<file path="config.mk">
export PLATFORM = sky130hd
export DESIGN_NAME = timer_arbiter
export DESIGN_NICKNAME = d
export VERILOG_FILES = /design/src/rtl/timer_arbiter.sv
export SDC_FILE = /design/constraint.sdc
export NUM_CORES = 1
export LEC_CHECK = 0
export CORE_MARGIN = 4
export CORE_UTILIZATION = 50
export CTS_CLUSTER_DIAMETER = 100
export DETAILED_ROUTE_END_ITERATION = 8
export GPL_ROUTABILITY_DRIVEN = 1
export PLACE_DENSITY = 0.88
export SYNTH_ARGS = -nofsm -noshare
export SYNTH_HDL_FRONTEND = slang
export SYNTH_SLANG_ARGS = --single-unit
</file>
<file path="constraint.sdc">
create_clock -name clk_in -period 8.2 [get_ports clk_in]
set_clock_uncertainty 0.2 [all_clocks]
set_input_delay 2.05 -clock clk_in [delete_from_list [all_inputs] [get_ports clk_in]]
set_output_delay 2.05 -clock clk_in [all_outputs]
set_load 0.01 [all_outputs]
</file>
<file path="src/rtl/timer_arbiter.sv">
// Shared interval timer: round-robin arbitration of four delay requests onto
// one prescaler and one down-counter, with tick enables and done pulses.
//   state | meaning
//   IDLE  | no delay running; arbitrate pending requests
//   RUN   | prescaler counting, remaining decremented on each wrap
//   DONE  | one-cycle done pulse on channel last
module timer_arbiter #(
  parameter int PRESCALE = 80_000,
  parameter int DW       = 16
) (
  input  logic            clk_in,
  input  logic            reset,
  input  logic [3:0]      req,
  input  logic [4*DW-1:0] delay_in,
  input  logic [3:0]      cancel,
  output logic [3:0]      grant,
  output logic [3:0]      done,
  output logic            busy,
  output logic            tick,
  output logic [DW-1:0]   remaining
);

  localparam int PW = (PRESCALE > 1) ? $clog2(PRESCALE) : 1;

  typedef enum logic [1:0] {
    S_IDLE = 2'd0,
    S_RUN  = 2'd1,
    S_DONE = 2'd2
  } state_t;

  state_t          state, state_nxt;
  logic [1:0]      last;
  logic [1:0]      win;
  logic [1:0]      idx;
  logic            win_vld;
  logic [PW-1:0]   pre;
  logic            wrap;
  logic            cancel_hit;
  logic            expire;

  // Lowest offset from last+1 wins; offset 4 (last itself) has lowest priority.
  always_comb begin
    win     = last;
    win_vld = 1'b0;
    idx     = last;
    for (int i = 4; i >= 1; i--) begin
      idx = last + 2'(i);
      if (req[idx]) begin
        win     = idx;
        win_vld = 1'b1;
      end
    end
  end

  assign wrap       = (pre == PW'(PRESCALE - 1));
  assign cancel_hit = |(cancel & grant);
  assign expire     = (remaining == '0) || (wrap && (remaining == DW'(1)));

  always_ff @(posedge clk_in or posedge reset) begin
    if (reset) begin
      state <= S_IDLE;
    end else begin
      state <= state_nxt;
    end
  end

  always_comb begin
    state_nxt = state;
    case (state)
      S_IDLE: if (win_vld) state_nxt = S_RUN;
      S_RUN: begin
        if (cancel_hit)  state_nxt = S_IDLE;
        else if (expire) state_nxt = S_DONE;
      end
      S_DONE:  state_nxt = S_IDLE;
      default: state_nxt = S_IDLE;
    endcase
  end

  always_comb begin
    busy = (state != S_IDLE);
    tick = (state == S_RUN) && wrap;
    done = (state == S_DONE) ? (4'b0001 << last) : 4'b0000;
  end

  always_ff @(posedge clk_in or posedge reset) begin
    if (reset) begin
      last      <= 2'd3;
      pre       <= '0;
      remaining <= '0;
      grant     <= 4'b0000;
    end else begin
      case (state)
        S_IDLE: begin
          if (win_vld) begin
            grant     <= 4'b0001 << win;
            last      <= win;
            remaining <= delay_in[win*DW +: DW];
            pre       <= '0;
          end
        end
        S_RUN: begin
          // Cancel beats expiry; either way the channel is released with no count left.
          if (cancel_hit || expire) begin
            grant     <= 4'b0000;
            remaining <= '0;
            pre       <= '0;
          end else if (wrap) begin
            pre       <= '0;
            remaining <= remaining - DW'(1);
          end else begin
            pre <= pre + PW'(1);
          end
        end
        default: begin
          grant     <= 4'b0000;
          remaining <= '0;
          pre       <= '0;
        end
      endcase
    end
  end

endmodule

</file>
[Yosys cells after proc, flatten, opt, wreduce, memory -nomap -nowiden]
Index checks and enable logic that the tools add are counted.
Storage, ports and cells
  input bits: 74
  output and inout port bits: 26
  flip-flop bits (word level): 41
  logic and storage cells: 69
Operators by class
  shifts and indexed selects: 3
  multiplexer cells: 31
  add/sub/neg operators: 5
  eq/ne operators: 8
  reductions and logical operators: 12
  bitwise gates (word level): 1
  magnitude comparators: 4
Operators by type and width (count)
  64-bit by 7-bit indexed part select with 16-bit output: 1
  17-bit two-way mux: 3
  16-bit two-way mux: 3
  17-bit one-hot mux with 2 select lines: 1
  16-bit one-hot mux with 2 select lines: 1
  17-bit by 1-bit adder with 17-bit output (second input constant): 1
  17-bit equality test (second input constant): 1
  16-bit by 1-bit equality test with 1-bit output (second input constant): 1
  16-bit zero test: 1
  16-bit by 1-bit subtractor with 16-bit output (second input constant): 1
  2-bit by 3-bit < comparator with 1-bit output (second input constant): 4
  2-bit two-way mux: 6
  4-bit two-way mux: 3
  1-bit binary-select mux with 2-bit select: 4
  1-bit two-way mux: 8
  4-bit one-hot mux with 2 select lines: 1
  2-bit AND reduction: 4
  1-bit by 2-bit << shifter with 4-bit output (first input constant): 2
  2-bit adder (second input constant): 2
  4-bit AND: 1
  2-bit one-hot mux with 2 select lines: 1
  4-bit OR reduction: 1
  3-bit by 2-bit != test with 1-bit output (second input constant): 1
  3-bit != test (second input constant): 1
  other kinds (9): 11

[Longest topological paths before layout]
  word-level depth: 9
  gate-level depth with buffers: 11
  depth with buffers taken out: 9

[Least setup slack after synthesis]
Ideal clock, no wire load.
  kind: input to register
  start point: input req[1]
  end point: register remaining[8]
  setup time: 0.126 ns
  path slack: 3.860 ns
  data required time: 7.874 ns
  data arrival time: 4.014 ns
  stages: 8
  buffers on the path: 1
  path through: mux4_2 > nor2b_4 > a211oi_4 > xnor2_1 > buf_2 > mux2i_1 > o22ai_1 > a311o_1
On the way
  word-level cells in the longest chain between the ends: 8
  elaborated cells between the ends (all ways): 20
  classes of those cells: eq/ne: 1; shift: 1; mux: 17; reduce/logical: 1
RTL lines
  start: declaration: line 13  | input logic [3:0] req,
  1-bit binary-select mux with 2-bit select: line 48  | if (req[idx]) begin
  1-bit two-way mux (implied by the code): line 48
  2-bit two-way mux or 1-bit two-way mux (tied branches) (3 in a row): line 48
  64-bit by 7-bit indexed part select with 16-bit output or 1-bit two-way mux (tied branches): line 98, 48
  16-bit two-way mux or 2-bit != test (tied branches)
  16-bit one-hot mux with 2 select lines or 2-bit AND reduction (tied branches)
  end signal: assignment: line 98  | remaining <= delay_in[win*DW +: DW];
  end signal: assignment: line 110  | remaining <= remaining - DW'(1);
  end: declaration: line 20  | output logic [DW-1:0] remaining
Parallel ways exist; a longest one is shown, timed or not. The select of a mux whose other input is x is not followed.
A chain may end at the register's enable or synchronous reset.

[Final worst setup path]
  start point: input req[0]
  end point: register remaining[12]
The elaborated chain is that of the path after synthesis.

==> flow_metrics.env <==
export IMPL_number_of_enable_type_register_cells_in_the_synthesized_netlist=0
export IMPL_number_of_antenna_violations_at_the_first_check_in_global_routing=0
export IMPL_nFillCells=446
export IMPL_clock_sinks=41
export IMPL_seq_area_frac_synth=0.353
export IMPL_grt_pass1_wl_mm=14.4
export IMPL_power_density_nw_per_um2=339
export IMPL_cts_clk_slew_worst_paths_ns=0.08
export IMPL_syn_area_sq_um=2920
export IMPL_synthesis_nets=421
export IMPL_wl_per_cell_um=17.4
export IMPL_post_cts_setup_buffer_count=0
export IMPL_start_util=0.523
export IMPL_ys_seq_elements=41
export IMPL_remaining_drc_errors=0
export IMPL_clock_tree_htree_level_count=2
export IMPL_first_global_vias=2989
export IMPL_sequential_power_share=0.257
export IMPL_rrSetupSlack_ns=4.51
export IMPL_cts_repair_resize_count=0
export IMPL_crit_path_top_delay_cell="sky130_fd_sc_hd__nor4_1"
export IMPL_globalRoute_totalOverflow=0
export IMPL_holdBufCountCts=0
export IMPL_post_synth_inst_count=339
export IMPL_timing_final_crit_period_ns=5.12
export IMPL_comb_power_share=0.643
export IMPL_grt_use_total=0.244
export IMPL_hold_path_cell_count=2
export IMPL_clk_latency_ns=0.30
export IMPL_final_setup_violation_count=0
export IMPL_hold_violations=0
export IMPL_inserted_diodes=0
export IMPL_power_switching_fraction=0.475
export IMPL_rows=27
export IMPL_dpl_hpwl_mm=6.59
export IMPL_start_kind="primary input"
export IMPL_ys_async_sr_fraction=1.00
export IMPL_p_clk_frac=0.100
export IMPL_fp_dieArea_sq_um=7120
export IMPL_criticalPathCategory="primary input to flop"
export IMPL_total_of_max_cap_violations=0
export IMPL_unrepaired_setup_endpoints_after_global_routing="no"
export IMPL_tns_ns=0
export IMPL_max_transition_viols_final=0
export IMPL_irDropWorstVdd_v=0.000369
export IMPL_die_height_um=84.4
export IMPL_core_area_sq_um=5570
export IMPL_num_vias=3073
export IMPL_worst_path_max_fanout=22
export IMPL_first_iter_violations=252
export IMPL_number_of_buffers_on_the_longest_clock_path=2
export IMPL_yosys_cell_types_count=51
export IMPL_p_int_w=0.000719
export IMPL_total_leakage_power_nw=1.69
export IMPL_hp_class="flop to flop"
export IMPL_worstPathArrival_ns=5.09
export IMPL_final_util=0.724
export IMPL_tightest_slew_ns=1.16
export IMPL_crit_chain="clkdlybuf4s50_1, nor4_1, nand2_1, o21a_1, nand2b_1, nor4_1, or4_1"
export IMPL_post_detailed_route_via_to_cell_ratio=6.09
export IMPL_finalWirelength_mm=8.78
export IMPL_die_w_um=84.4
export IMPL_largest_net_degree_at_the_start_of_global_routing=42
export IMPL_run_status="complete, no violations"
export IMPL_syn_area_per_cell_sq_um=8.60
export IMPL_cp_end_kind="flop"
export IMPL_final_antenna_net_count=0
export IMPL_num_ports=100
export IMPL_timing_fmax_mhz=195
export IMPL_switching_power_w=0.000651
export IMPL_cts_tree="done"
export IMPL_root_buffer="sky130_fd_sc_hd__clkbuf_8"
export IMPL_place_gp_congestion=0.871
export IMPL_slew_limit_headroom=0.220
export IMPL_reg2reg_depth=10
export IMPL_critPathMaxStageDelay_ns=0.61
export IMPL_cts_made_buffers=5
export IMPL_area_growth_pct=38.5
export IMPL_critical_path_required_ns=8.17
export IMPL_dominantRegCellSynth="sky130_fd_sc_hd__dfrtp_1"
export IMPL_drt_pass1_iter_count=5
export IMPL_count_of_yosys_warnings_during_synthesis=0
export IMPL_timing_final_crit_share=0.625
export IMPL_final_net_count=515
export IMPL_drive_gt1_frac=0.0439
export IMPL_buffer_ports_inserted=99
export IMPL_timing_critical_path_mode_cell="sky130_fd_sc_hd__nor4_1"
## sequential cells by signal, summed over array words and instances (netlist names)
| name | count |
|---|---|
| pre | 17 |
| remaining | 16 |
| grant | 4 |
| last | 2 |
| state | 2 |
## stage by stage
step / setup slack (ns) / cell area (sq um) / hold slack, ns / power [W] / instances
after CTS: 3.10 / 4040 / 0.321 / 0.00136 / 505
final: 3.08 / 4040 / 0.323 / 0.00137 / 505
after global placement: 2.90 / 3950 / 0.298 / 0.00120 / 498
after global routing: 2.86 / 4040 / 0.375 / 0.00147 / 505
after floorplan: 3.86 / 2920 / 0.282 / 0.000958 / 339
after detailed placement: 2.78 / 3950 / 0.304 / 0.00122 / 498
## cell families (layout without fill, tap and decap cells)
| logic type | Yosys count | after routing | synth area share |
|---|---|---|---|
| xor+xnor | 16 | 16 | 0.0481 |
| simple gates | 147 | 147 | 0.252 |
| fa+ha+maj | 8 | 8 | 0.0343 |
| flops | 41 | 41 | 0.353 |
| buf+inv | 22 | 116 | 0.0348 |
| compound gates | 83 | 83 | 0.194 |
| mux | 22 | 22 | 0.0841 |
## power groups by stage
stage                     registers, W  clock network [W]  logic [W]
after floorplan               0.000341                  0   0.000617
after CTS                     0.000349           0.000138   0.000877
final                         0.000352           0.000137   0.000881
after global placement        0.000349                  0   0.000847
after detailed placement      0.000351                  0   0.000872
after global routing          0.000364           0.000147   0.000964
## cells in the mapped netlist, drive strengths merged, types with 2 or more instances
cell    number  area (sq um)
nor2        31           116
and3         8          51.3
o22ai        7          43.8
nand3        8          40.0
or4          7          52.6
mux2i       20           200
o22a         2          17.5
nor4         8          50.1
a21boi       2          15.0
o21a         2          15.0
clkbuf       6          22.5
nor3         6          30.0
o221ai       4          35.0
a32o         2          20.0
nand2       48           180
a21oi       21           105
xnor2        8          70.1
o311ai       3          26.3
inv          8          30.0
dfrtp       39           976
and4         3          26.3
ha           8           100
mux4         2          45.0
a211o        4          35.0
or3          6          37.5
o21ai       21           113
o31ai        5          37.5
and2         7          43.8
a211oi       2          27.5
buf          8          48.8
nand4        6          37.5
xor2         8          70.1
nor2b        5          38.8
nand2b       2          12.5
dfstp        2          52.6
## cell type report
cell class	count	area, sq um	share of cell area
Multi-Input combinational cell	276	1790	0.444
Tap cell	72	90.1	0.0223
Sequential cell	41	1030	0.255
Inverter	8	30.0	0.00744
Timing Repair Buffer	101	1010	0.249
Clock buffer	6	82.6	0.0205
Clock inverter	1	7.51	0.00186
## critical path: cells and delay by family
kind	cells	cell delay, ns
AO/OA/AOI/OAI	1	0.48
AND/OR/NAND/NOR	5	2.04
buffers and inverters	1	0.51
## per-layer routing
metal | vias to the layer above | GRT usage | part of all wire
met5 | - | 0 | 0
met4 | 0 | 0.0662 | 0.019
met3 | 17 | 0.0451 | 0.075
met2 | 168 | 0.435 | 0.50
met1 | 1456 | 0.303 | 0.40
li1 | 1432 | - | -
## placed cells by master, fill, tap and decap left out, drive strengths merged, types with 20 or more instances in the layout
master,synthesis,final
clkdlybuf4s50,0,99
nand2,48,48
dfrtp,39,39
nor2,31,31
a21oi,21,21
o21ai,21,21
mux2i,20,20
## final timing paths
check | from | end
setup / recovery | req[0] | remaining[12]
hold / removal | grant[1] | grant[1]
hold reg to reg | grant[1] | grant[1]
max in group asynchronous | reset | last[1]
min in group asynchronous | reset | pre[7]
setup reg to reg | last[0] | remaining[7]
Note: power is estimated with default switching activity, not from simulation.
